$ cat src/rtl/mult_accumulator.sv
// Accumulates signed products over a prod_last-delimited vector, rescales each sum with
// round-half-up and saturation, and queues results in a 2-entry output FIFO.
module mult_accumulator #(
  parameter int unsigned PREC  = 16,
  parameter int unsigned ACC_W = 2 * PREC + 8,
  parameter int unsigned OUT_W = 2 * PREC,
  parameter int unsigned CNT_W = 8
) (
  input  logic              clk,
  input  logic              rst,
  input  logic              en,
  input  logic [2*PREC-1:0] prod,
  input  logic              prod_valid,
  input  logic              prod_last,
  output logic              prod_ready,
  input  logic [5:0]        cfg_shift,
  output logic [OUT_W-1:0]  out_data,
  output logic              out_sat,
  output logic [CNT_W-1:0]  out_terms,
  output logic              out_valid,
  input  logic              out_ready,
  output logic              drop_err
);

  localparam int unsigned EntW = OUT_W + 1 + CNT_W;
  localparam logic signed [ACC_W-1:0] AccMax = {1'b0, {(ACC_W - 1){1'b1}}};
  localparam logic signed [ACC_W-1:0] AccMin = {1'b1, {(ACC_W - 2){1'b0}}, 1'b1};
  localparam logic signed [ACC_W-1:0] OutMaxA = {{(ACC_W - OUT_W + 1){1'b0}}, {(OUT_W - 1){1'b1}}};
  localparam logic signed [ACC_W-1:0] OutMinA = {{(ACC_W - OUT_W + 1){1'b1}}, {(OUT_W - 1){1'b0}}};

  typedef enum logic [1:0] {StIdle, StAccum, StRound} state_e;

  state_e                   state_q, state_d;
  logic signed [ACC_W-1:0]  acc_q, acc_d;
  logic [CNT_W-1:0]         cnt_q, cnt_d;
  logic                     acc_sat_q, acc_sat_d;
  logic [5:0]               shift_q, shift_d;
  logic [EntW-1:0]          fifo0_q, fifo1_q;
  logic [1:0]               count_q;
  logic                     drop_q;

  logic                     accept, pop, push;
  logic signed [ACC_W:0]    sum_ext;
  logic                     acc_ovf;
  logic signed [ACC_W-1:0]  acc_add;
  int unsigned              sh_i;
  logic [ACC_W:0]           bias;
  logic signed [ACC_W:0]    rnd_sum;
  logic                     rnd_ovf;
  logic signed [ACC_W-1:0]  rnd_lim;
  logic signed [ACC_W-1:0]  shifted;
  logic [OUT_W-1:0]         r_out;
  logic                     r_sat;
  logic [EntW-1:0]          ent_new;

  assign pop    = en && out_valid && out_ready;
  assign push   = en && (state_q == StRound);
  assign accept = en && prod_valid && prod_ready;

  // Holding back while a vector is open with one entry queued reserves the slot ROUND needs.
  assign prod_ready = (state_q != StRound) && (count_q != 2'd2) &&
                      !((count_q == 2'd1) && (state_q != StIdle) && !pop);

  always_comb begin
    sum_ext = {acc_q[ACC_W-1], acc_q} + {{(ACC_W + 1 - 2 * PREC){prod[2*PREC-1]}}, prod};
    acc_ovf = sum_ext[ACC_W] != sum_ext[ACC_W-1];
    acc_add = acc_ovf ? (sum_ext[ACC_W] ? AccMin : AccMax) : sum_ext[ACC_W-1:0];
  end

  // Shifts beyond ACC_W behave identically, so clamp to keep the bias representable.
  always_comb begin
    sh_i    = (32'(shift_q) > ACC_W) ? ACC_W : 32'(shift_q);
    bias    = (sh_i == 0) ? '0 : ((ACC_W + 1)'(1) << (sh_i - 1));
    rnd_sum = {acc_q[ACC_W-1], acc_q} + $signed(bias);
    rnd_ovf = rnd_sum[ACC_W] != rnd_sum[ACC_W-1];
    rnd_lim = rnd_ovf ? AccMax : rnd_sum[ACC_W-1:0];
    shifted = rnd_lim >>> sh_i;
    r_sat   = acc_sat_q || rnd_ovf;
    if (shifted > OutMaxA) begin
      r_out = OutMaxA[OUT_W-1:0];
      r_sat = 1'b1;
    end else if (shifted < OutMinA) begin
      r_out = OutMinA[OUT_W-1:0];
      r_sat = 1'b1;
    end else begin
      r_out = shifted[OUT_W-1:0];
    end
    ent_new = {r_out, r_sat, cnt_q};
  end

  always_comb begin
    state_d   = state_q;
    acc_d     = acc_q;
    cnt_d     = cnt_q;
    acc_sat_d = acc_sat_q;
    shift_d   = shift_q;
    unique case (state_q)
      StIdle, StAccum: begin
        if (accept) begin
          acc_d     = acc_add;
          cnt_d     = (&cnt_q) ? cnt_q : cnt_q + CNT_W'(1);
          acc_sat_d = acc_sat_q || acc_ovf;
          if (prod_last) begin
            state_d = StRound;
            shift_d = cfg_shift;
          end else begin
            state_d = StAccum;
          end
        end
      end
      StRound: begin
        if (en) begin
          state_d   = StIdle;
          acc_d     = '0;
          cnt_d     = '0;
          acc_sat_d = 1'b0;
        end
      end
      default: state_d = StIdle;
    endcase
  end

  always_ff @(posedge clk) begin
    if (rst) begin
      state_q   <= StIdle;
      acc_q     <= '0;
      cnt_q     <= '0;
      acc_sat_q <= 1'b0;
      shift_q   <= '0;
      drop_q    <= 1'b0;
    end else begin
      state_q   <= state_d;
      acc_q     <= acc_d;
      cnt_q     <= cnt_d;
      acc_sat_q <= acc_sat_d;
      shift_q   <= shift_d;
      if (en && prod_valid && !prod_ready) drop_q <= 1'b1;
    end
  end

  always_ff @(posedge clk) begin
    if (rst) begin
      fifo0_q <= '0;
      fifo1_q <= '0;
      count_q <= 2'd0;
    end else begin
      case ({push, pop})
        2'b10: begin
          if (count_q == 2'd0) fifo0_q <= ent_new;
          else fifo1_q <= ent_new;
          count_q <= count_q + 2'd1;
        end
        2'b01: begin
          fifo0_q <= fifo1_q;
          count_q <= count_q - 2'd1;
        end
        2'b11: begin
          if (count_q == 2'd1) begin
            fifo0_q <= ent_new;
          end else begin
            fifo0_q <= fifo1_q;
            fifo1_q <= ent_new;
          end
        end
        default: ;
      endcase
    end
  end

  assign out_data  = fifo0_q[EntW-1 -: OUT_W];
  assign out_sat   = fifo0_q[CNT_W];
  assign out_terms = fifo0_q[CNT_W-1:0];
  assign out_valid = count_q != 2'd0;
  assign drop_err  = drop_q;

endmodule

$ cat config.mk
export PLATFORM = sky130hd
export DESIGN_NAME = mult_accumulator
export DESIGN_NICKNAME = d
export VERILOG_FILES = /design/src/rtl/mult_accumulator.sv
export SDC_FILE = /design/constraint.sdc
export NUM_CORES = 1
export LEC_CHECK = 0
export ABC_AREA = 1
export CAP_MARGIN = 20
export CORE_MARGIN = 4
export CORE_UTILIZATION = 56
export DETAILED_ROUTE_END_ITERATION = 16
export PLACE_DENSITY_LB_ADDON = 0.25
export SLEW_MARGIN = 20
export SYNTH_ARGS = -nofsm -noshare
export SYNTH_HDL_FRONTEND = slang
export SYNTH_SLANG_ARGS = --single-unit
$ cat constraint.sdc
create_clock -name clk -period 5.7 [get_ports clk]
set_input_delay 0.57 -clock clk [delete_from_list [all_inputs] [get_ports clk]]
set_output_delay 0.57 -clock clk [all_outputs]
set_load 0.03 [all_outputs]
# ---- After elaboration in Yosys (flattened, before gate mapping)
# Cells that the tools add are included.
dict set report word_totals {
  register_bits 142
  inputBits 44
  wordCells 98
}
dict set report op_classes {
  n_reduce_logical 32
  shifts 2
  n_mux 30
  add_sub_neg 6
  order_cmp 3
  n_eq_ne 16
}
# op n
set op_table {}
lappend op_table {{$mux W41} 5}
lappend op_table {{$mux W40} 5}
lappend op_table {{$pmux W41 S3} 1}
lappend op_table {{$pmux W41 S2} 1}
lappend op_table {{$pmux W40 S2} 1}
lappend op_table {{$mux W32} 2}
lappend op_table {{$add A40 B32 Y41} 1}
lappend op_table {{$add A41 B41 Y41} 1}
lappend op_table {{$shl A1 B32 Y41 const A} 1}
lappend op_table {{$gt A40 B32 Y1 const B} 1}
lappend op_table {{$lt A40 B32 Y1 const B} 1}
lappend op_table {{$sshr A40 B6 Y40} 1}
lappend op_table {{$logic_not A32 Y1} 1}
lappend op_table {{$mux W8} 3}
lappend op_table {{$ne A2 B2 Y1 const B} 8}
lappend op_table {{$pmux W8 S2} 1}
lappend op_table {{$logic_and A1 B1 Y1} 10}
lappend op_table {{$reduce_bool A2 Y1} 5}
lappend op_table {{$reduce_and A3 Y1} 3}
lappend op_table {{$add A8 B1 Y8 const B} 1}
lappend op_table {{$pmux W2 S2} 2}
lappend op_table {{$reduce_and A8 Y1} 1}
lappend op_table {{$sub A6 B1 Y7 const B} 1}
lappend op_table {{$eq A2 B1 Y1 const B} 3}
lappend op_table {{other kinds (16)} 29}

# ---- Depth between registers and ports, before layout
# Gate-level depths: netlist of the first run.
dict set report logic_depth {
  depth_word 14
  ltp_mapped 49
}

# ---- Worst setup path before layout of the first run
# No wires, ideal clock.
dict set report synth_path {
  path_kind {register -> register}
  from {register shift_q[1]}
  to {register fifo1_q[17]}
  t_arrival_ns 5.857
  path_stages_with_launch 42
  n_path_buf 4
  setup_time_ns 0.115
  setup_slack_ns -0.273
  path_cell_list {dfxtp_1 > nor2_1 > a21oi_1 > o21ai_1 > nand2_2 > clkbuf_1 > clkbuf_1 > ha_1 > nand2_1 > xor2_1 > inv_1 > nand2_1 > nor2_1 > ha_1 > inv_1 > fa_1 > inv_1 > nand2_1 > [... 6 more ...] > nand3_1 > xnor2_1 > inv_1 > ha_1 > clkinv_1 > clkbuf_1 > clkbuf_1 > nand4_1 > nand3_1 > nand3_1 > nand3_1 > nand2_1 > o211ai_1 > inv_1 > nand2_1 > nand2_1 > o21ai_0 > inv_1}
}
dict set report synth_between {
  elab_chain_len 14
}
# element line_no
set synth_lines {}
lappend synth_lines {{start, declared} 37} ;# logic [5:0] shift_q, shift_d;
lappend synth_lines {{start signal, assigned} 136} ;# shift_q <= shift_d;
lappend synth_lines {{$gt A6 B6 Y1} 72} ;# sh_i = (32'(shift_q) > ACC_W) ? ACC_W : 32'(shift_q);
lappend synth_lines {{$mux W6 *} 72}
lappend synth_lines {{$sub A6 B1 Y7} 73} ;# bias = (sh_i == 0) ? '0 : ((ACC_W + 1)'(1) << (sh_i - 1));
lappend synth_lines {{$shl A1 B32 Y41} 73}
lappend synth_lines {{$mux W41} 73}
lappend synth_lines {{$add A41 B41 Y41} 74} ;# rnd_sum = {acc_q[ACC_W-1], acc_q} + $signed(bias);
lappend synth_lines {{$ne A1 B1 Y1} 75} ;# rnd_ovf = rnd_sum[ACC_W] != rnd_sum[ACC_W-1];
lappend synth_lines {{$mux W40} 76} ;# rnd_lim = rnd_ovf ? AccMax : rnd_sum[ACC_W-1:0];
lappend synth_lines {{$sshr A40 B6 Y40 *} 77} ;# shifted = rnd_lim >>> sh_i;
lappend synth_lines {{$lt A40 B32 Y1} 82} ;# end else if (shifted < OutMinA) begin
lappend synth_lines {{$mux W32} 82}
lappend synth_lines {{$mux W32 *} 79} ;# if (shifted > OutMaxA) begin
lappend synth_lines {{$mux W41 (on tied branches)} {158, 149}}
lappend synth_lines {{$pmux W41 S2 *} 147} ;# case ({push, pop})
lappend synth_lines {{end signal, assigned} 150} ;# else fifo1_q <= ent_new;
lappend synth_lines {{end signal, assigned} 162} ;# fifo1_q <= ent_new;
lappend synth_lines {{end, declared} 38} ;# logic [EntW-1:0] fifo0_q, fifo1_q;
# Every way passes the cells marked *; elsewhere a longest branch is shown, timed or not. The select of a mux whose other input is x is not followed.
# A chain may end at the register's enable or synchronous reset.

# ---- Final worst setup path of the first run
dict set report layout_path {
  from {register shift_q[1]}
  to {register fifo1_q[8]}
}
dict set report layout_between {
  elab_chain_len 14
}
# element line_no
set layout_lines {}
lappend layout_lines {{$gt A6 B6 Y1} 72}
lappend layout_lines {{$mux W6 *} 72}
lappend layout_lines {{$sub A6 B1 Y7} 73}
lappend layout_lines {{$shl A1 B32 Y41} 73}
lappend layout_lines {{$mux W41} 73}
lappend layout_lines {{$add A41 B41 Y41} 74}
lappend layout_lines {{$ne A1 B1 Y1} 75}
lappend layout_lines {{$mux W40} 76}
lappend layout_lines {{$sshr A40 B6 Y40} 77}
lappend layout_lines {{$lt A40 B32 Y1} 82}
lappend layout_lines {{$mux W1} 82}
lappend layout_lines {{$mux W1 *} 79}
lappend layout_lines {{$mux W41 (on tied branches)} {158, 149}}
lappend layout_lines {{$pmux W41 S2 *} 147}
# Marked as above.

==> flow_summary.ini, run 1 <==
[yosys]
synth_compound_area_share_pct = 21.10
synth.distinct_cells = 51
synth-main-ff-cell = dfxtp_1
synth_fa_ha_area_share_pct = 8.205
synth_edf_count = 0
syn_avg_cell_area_um2 = 5.811
synth_top_family_by_area = simple AND/OR/NAND/NOR gates
synth_mux_area_share_pct = 0
synth_xor_area_share_pct = 2.988
netlist_area_um2 = 14370
synthSimpleGateAreaFrac_pct = 35.02
yosys_warnings = 0
synth_nets = 2609
synth-async-reset-ratio_pct = 0
netlist_instances = 2472
ys_ff_latch = 142
yosysSeqAreaShare_pct = 19.79

[global_route]
grt_pass1_vias = 15050
grt_use_total_pct = 32.08
grt_max_degree = 83
antenna_found_initial = 0
grt_pass1_wl_um = 75870
grt-ovfl-total = 0

[timing]
worst_pin_slew_ns = 0.9582
period_needed_ns = 5.865
hold_viol = 0
finalSetupViolCount = 64
fin_ws_ns = -0.1645
min_period_over_period_pct = 102.9
tns_ns = -3.421
maxSlewViolCount = 0
rsz0062_at_grt = true
fmax_mhz = 170.5
finalClockSkew_ns = 0.02277
max-slew-margin-rel_pct = 36.12

[detailed_routing]
drc = 0
drt_wl_total_um = 49990
met3_length_um = 3567
top_layer = met4
vias = 17240
viasPerCell = 5.746
ant_nets = 0
wire_per_inst_um = 16.66
drt-met1-wl_um = 21790
drtPass1Iterations = 6
drt_iter0_markers = 1929
route.met2.wl_um = 23010

[clocking]
cts-buffers-inserted = 17
clockBufferDepth = 2
cts_max_level = 4
cts_sinks = 142
path_clk_slew_ns = 0.07
cts-root-buf = clkbuf_16
clk-insertion-delay-late_ns = 0.44
cts_tree = yes

[finish]
finish.utilization_pct = 73.82
fin_nets = 2794
area_growth_pct = 29.40
n_antenna_cell = 0
final_area_um2 = 18590
fillers = 2078
drive_above_1_share_pct = 20.41

[setup_path]
cp_max_fo = 9
critPathMaxStageDelay_ns = 0.33
cp-start-kind = flip-flop
cp_data_required_time_ns = 6.02
setup.worst_path.class = flip-flop to flip-flop
endpoint_kind = flip-flop
cp.arrival_ns = 6.18
cpMostUsedCell = nand2_1
cp_slowest_cell = dfxtp_2

[floorplan]
start_util_pct = 57.05
dieArea_um2 = 28280
chipWidth_um = 168.2
ios = 88
dieHeight_um = 168.2
rows = 58
core_um2 = 25180

[place]
dpl_cell_area_um2 = 16420
port_buffers = 87
place.gp.congestion = 0.9986
dpl.hpwl_um = 36490

[power_and_ir_drop]
power_leakage_nw = 9.333
ir_drop_mv = 0.1814
power_density_nw_per_um2 = 233.2

[run_status]
violations = setup timing
status = finished with violations

[flow_run]
cap_violations = 0

[hold_path]
min_path_type = flip-flop to flip-flop
## flip-flops by register name, summed over array words and instances, names as in the netlist
register	cells
cnt_q	8
state_q	2
shift_q	6
fifo1_q	41
acc_sat_q	1
acc_q	40
fifo0_q	41
drop_err	1
count_q	2
## area by class of cell
| class | count | area [um2] | share of cell area, % |
|---|---|---|---|
| multi-input cells | 1862 | 10880 | 58.51 |
| inverters | 362 | 1371 | 7.378 |
| flip-flops and latches | 142 | 2846 | 15.31 |
| repair buffers | 272 | 2496 | 13.43 |
| clock buffers | 18 | 439.2 | 2.363 |
| well taps | 330 | 412.9 | 2.221 |
| clock inverters | 14 | 146.4 | 0.7876 |
## synth_stat cells, types with 12 or more instances
library cell | count | area share (%)
a21oi_1 | 185 | 6.4
a21oi_2 | 36 | 2.2
a31oi_1 | 14 | 0.61
buf_1 | 14 | 0.37
buf_2 | 18 | 0.63
clkbuf_1 | 62 | 1.6
dfxtp_1 | 142 | 20
ha_1 | 91 | 7.9
inv_1 | 356 | 9.3
nand2_1 | 643 | 17
nand2_2 | 12 | 0.52
nand3_1 | 246 | 8.6
nand4_1 | 32 | 1.4
nor2_1 | 210 | 5.5
nor3_1 | 16 | 0.56
o211ai_1 | 15 | 0.78
o21ai_0 | 189 | 6.6
o21ai_1 | 37 | 1.3
xnor2_1 | 12 | 0.73
xor2_1 | 37 | 2.3
## critical path, delay by kind of cell (launching register included)
kind / cells / cell delay (ns)
simple gates: 29 / 3.10
compound gates: 5 / 0.69
buf+inv: 7 / 0.82
fa+ha+maj: 2 / 0.51
xor+xnor: 1 / 0.29
flops: 1 / 0.33
## power by group
part | internal, W | switching [W] | total [W]
registers | 0.00105 | 0.0000668 | 0.00111
logic | 0.000790 | 0.00128 | 0.00207
clock network | 0.000631 | 0.000520 | 0.00115
total | 0.00247 | 0.00187 | 0.00434
## routing by layer
| metal | GRT usage [%] | vias up |
|---|---|---|
| li1 | - | 8445 |
| met1 | 44.82 | 7933 |
| met2 | 52.45 | 750 |
| met3 | 4.109 | 109 |
| met4 | 8.504 | 0 |
| met5 | 0 | - |
## what timing repair did
action | in CTS | in global routing
buffers inserted | 3 | 16
gates cloned | 1 | 5
pin swaps | 21 | 86
hold buffers | 0 | 0
setup endpoints to repair | 64 | 64
resized for setup | 70 | 258
## cells by family (layout without fill, tap and decap cells)
logic type | Yosys count | count (layout)
simple gates | 1188 | 1189
compound gates | 531 | 531
buf+inv | 469 | 666
flops | 142 | 142
fa+ha+maj | 93 | 93
xor+xnor | 49 | 49
## placed cells by master (no fill, tap or decap), types with 11 or more instances in the layout
cell type,netlist,final
nor3_1,16,13
dfxtp_1,142,139
nor2_4,2,14
buf_4,6,160
o21ai_1,37,34
nand3_2,7,38
xnor2_1,12,12
a21oi_2,36,50
ha_1,91,66
ha_4,0,24
buf_6,6,11
nor2_1,210,171
nand2_4,1,18
o21ai_2,4,28
xor2_1,37,35
nand4_1,32,32
a31oi_1,14,14
nand2_1,643,552
clkbuf_16,0,21
nand3_1,246,213
nor2_2,5,32
a21oi_1,185,170
nand2_2,12,84
o21ai_0,189,167
o211ai_1,15,15
clkdlybuf4s50_1,0,86
inv_1,356,346
## stage by stage
stage               hold slack, ns  power (W)  setup slack [ns]  cells
floorplan                   0.4245   0.002272           0.01873   2472
global placement            0.4354   0.002826          -0.09829   2941
detailed placement          0.4437   0.002840           -0.2056   2941
CTS                         0.4540   0.004032          0.003366   2977
global route                0.4738   0.004559           -0.4145   3000
finish                      0.4514   0.004335           -0.1645   3000
## path summary, 6_finish.rpt
path	startpoint	endpoint	slack, ns	cells after the start
max	shift_q[1]	fifo1_q[8]	-0.16	44
min	fifo1_q[2]	fifo1_q[2]	0.45	2
max reg2reg	shift_q[1]	fifo1_q[8]	-0.16	44
min reg2reg	fifo1_q[2]	fifo1_q[2]	0.45	2
Power figures use the tool's default switching activity.
==> run 2, diff against run 1 <==
--- a/config.mk
+++ b/config.mk
@@ -10,7 +10,7 @@
 export CORE_MARGIN = 4
 export CORE_UTILIZATION = 56
 export DETAILED_ROUTE_END_ITERATION = 16
-export PLACE_DENSITY_LB_ADDON = 0.25
+export PLACE_DENSITY = 0.79
 export SLEW_MARGIN = 20
 export SYNTH_ARGS = -nofsm -noshare
 export SYNTH_HDL_FRONTEND = slang
==> run 2 against run 1 <==
  * The flow still finishes with violations (setup timing)
  * Combinational power increased by 6%
  * Largest power group unchanged
  * Global-route usage decreased by 0.80 points
  * Utilization increased by 1.2 points
  * Sequential share of layout area decreased by 0.24 points
  * Design area increased by 1.6%
  * Critical path depth increased by 1
  * Register-to-register slack got worse by 0.18 ns
  * Largest cell class unchanged
  * Power increased by 3.4%
  * Cell count decreased by 0.23%
  * Worst hold slack got worse by 0.00056 ns
==> flow_summary.ini, run 2 (synthesis results as in run 1) <==
[global_route]
grt_pass1_vias = 15350
grt_pass1_wl_um = 74740
antenna_found_initial = 0
grt_max_degree = 83
met3_usage_pct = 3.029
use_met2_pct = 50.94
grt-ovfl-total = 0
grt.busiest_layer = met2
grt_use_total_pct = 31.28
use_met1_pct = 42.61

[run_status]
status = finished with violations
violations = setup timing

[timing]
tns_ns = -15.40
period_needed_ns = 6.043
whs_ns = 0.4508
maxSlewViolCount = 0
rsz0062_at_grt = true
hold_viol = 0
min_period_over_period_pct = 106.0
max-slew-margin-rel_pct = 29.05
fmax_mhz = 165.5
worst_pin_slew_ns = 1.060
finalClockSkew_ns = 0.01851
finalSetupViolCount = 64
fin_ws_ns = -0.3430

[floorplan]
chipWidth_um = 168.2
ios = 88
core_um2 = 25180
start_util_pct = 57.05
dieArea_um2 = 28280
rows = 58
dieHeight_um = 168.2

[setup_path]
crit_family = simple AND/OR/NAND/NOR gates
setup.worst_path.class = flip-flop to flip-flop
endpoint_kind = flip-flop
cp-start-kind = flip-flop
cp_num_buf_inv = 10
cp.arrival_ns = 6.37
cp_slowest_cell = dfxtp_2
critPathMaxStageDelay_ns = 0.39
cp_max_fo = 12
cp_data_required_time_ns = 6.03
cpMostUsedCell = nand3_1

[hold_path]
min_path_type = flip-flop to flip-flop

[power_and_ir_drop]
power.net_switching_w = 0.001982
power.internal_w = 0.002500
switching_share_pct = 44.23
clkPwrFrac_pct = 26.5
seqPwrFrac_pct = 24.7
power_leakage_nw = 9.439
p_total_w = 0.004482
ir_drop_mv = 0.1551
power_density_nw_per_um2 = 237.4
combinationalPowerShare_pct = 48.8

[place]
dpl_cell_area_um2 = 16150
place.gp.congestion = 0.9938
port_buffers = 87
dp_slack_ns = -0.2153
dpl.hpwl_um = 34360

[finish]
fin_nets = 2787
final_area_um2 = 18880
final_cell_mix = nand2_1, inv_1, nand3_1
top_regs = fifo0_q (41), fifo1_q (41), acc_q (40)
area_growth_pct = 31.43
drive_above_1_share_pct = 21.74
n_antenna_cell = 0
layout_commonest_cell = nand2_1

[clocking]
cts-buffers-inserted = 17
cts_sinks = 142
clk-insertion-delay-late_ns = 0.44
cts_tree = yes
cts_max_level = 4
clockBufferDepth = 2
path_clk_slew_ns = 0.08
cts-root-buf = clkbuf_16

[detailed_routing]
drt_wl_total_um = 51360
ant_nets = 0
drt_iter0_markers = 1979
drtPass1Iterations = 9
wire_per_inst_um = 17.16
drc = 0
vias = 17710
viasPerCell = 5.916

[flow_run]
cap_violations = 0
==> run 2: worst paths after layout <==
check,start,end,slack (ns),cells after the start
worst max-delay path,shift_q[1],fifo1_q[32],-0.34,45
worst min-delay path,fifo1_q[5],fifo1_q[5],0.45,2
worst max register to register,shift_q[1],fifo1_q[32],-0.34,45
worst min register to register,fifo1_q[5],fifo1_q[5],0.45,2
==> run 2: final cells by class <==
type / instances / area (um2)
multi-input cells: 1865 / 11270
clock inverters: 15 / 173.9
fillers: 1903 / 6301
repair buffers: 262 / 2376
inverters: 362 / 1376
clock buffers: 17 / 425.4
well taps: 330 / 412.9
flip-flops and latches: 142 / 2845
==> run 2: stage by stage <==
step / instances / utilization [%]
final: 2993 / 74.98
after global routing: 2993 / 74.98
after CTS: 2952 / 67.58
after detailed placement: 2906 / 64.13
after global placement: 2906 / 64.13
after floorplan: 2472 / -
==> run 2: power by group through the flow <==
stage                     clock [W]  combinational (W)  sequential [W]
after floorplan                   0            0.00115         0.00112
final                       0.00119            0.00219         0.00111
after CTS                   0.00119            0.00172         0.00110
after global routing        0.00123            0.00235         0.00111
after global placement            0            0.00166         0.00112
after detailed placement          0            0.00168         0.00112
==> run 2: what timing repair did <==
item | in CTS | in global routing
pin swaps | 2 | 91
resized for setup | 45 | 370
gates cloned | 2 | 9
setup endpoints to repair | 64 | 64
hold buffers | 0 | 0
setup buffers | 12 | 32
==> run 2: routing by layer <==
metal	wire (um)	up-vias
met4	2615	0
met5	0	-
met1	20640	8032
met2	23940	992
met3	4163	233
li1	-	8450
==> run 2: worst min-delay path, cell delays in order (launching register included) <==
cell and delay (ns):
dfxtp_1 0.30, inv_1 0.05, a21oi_1 0.05
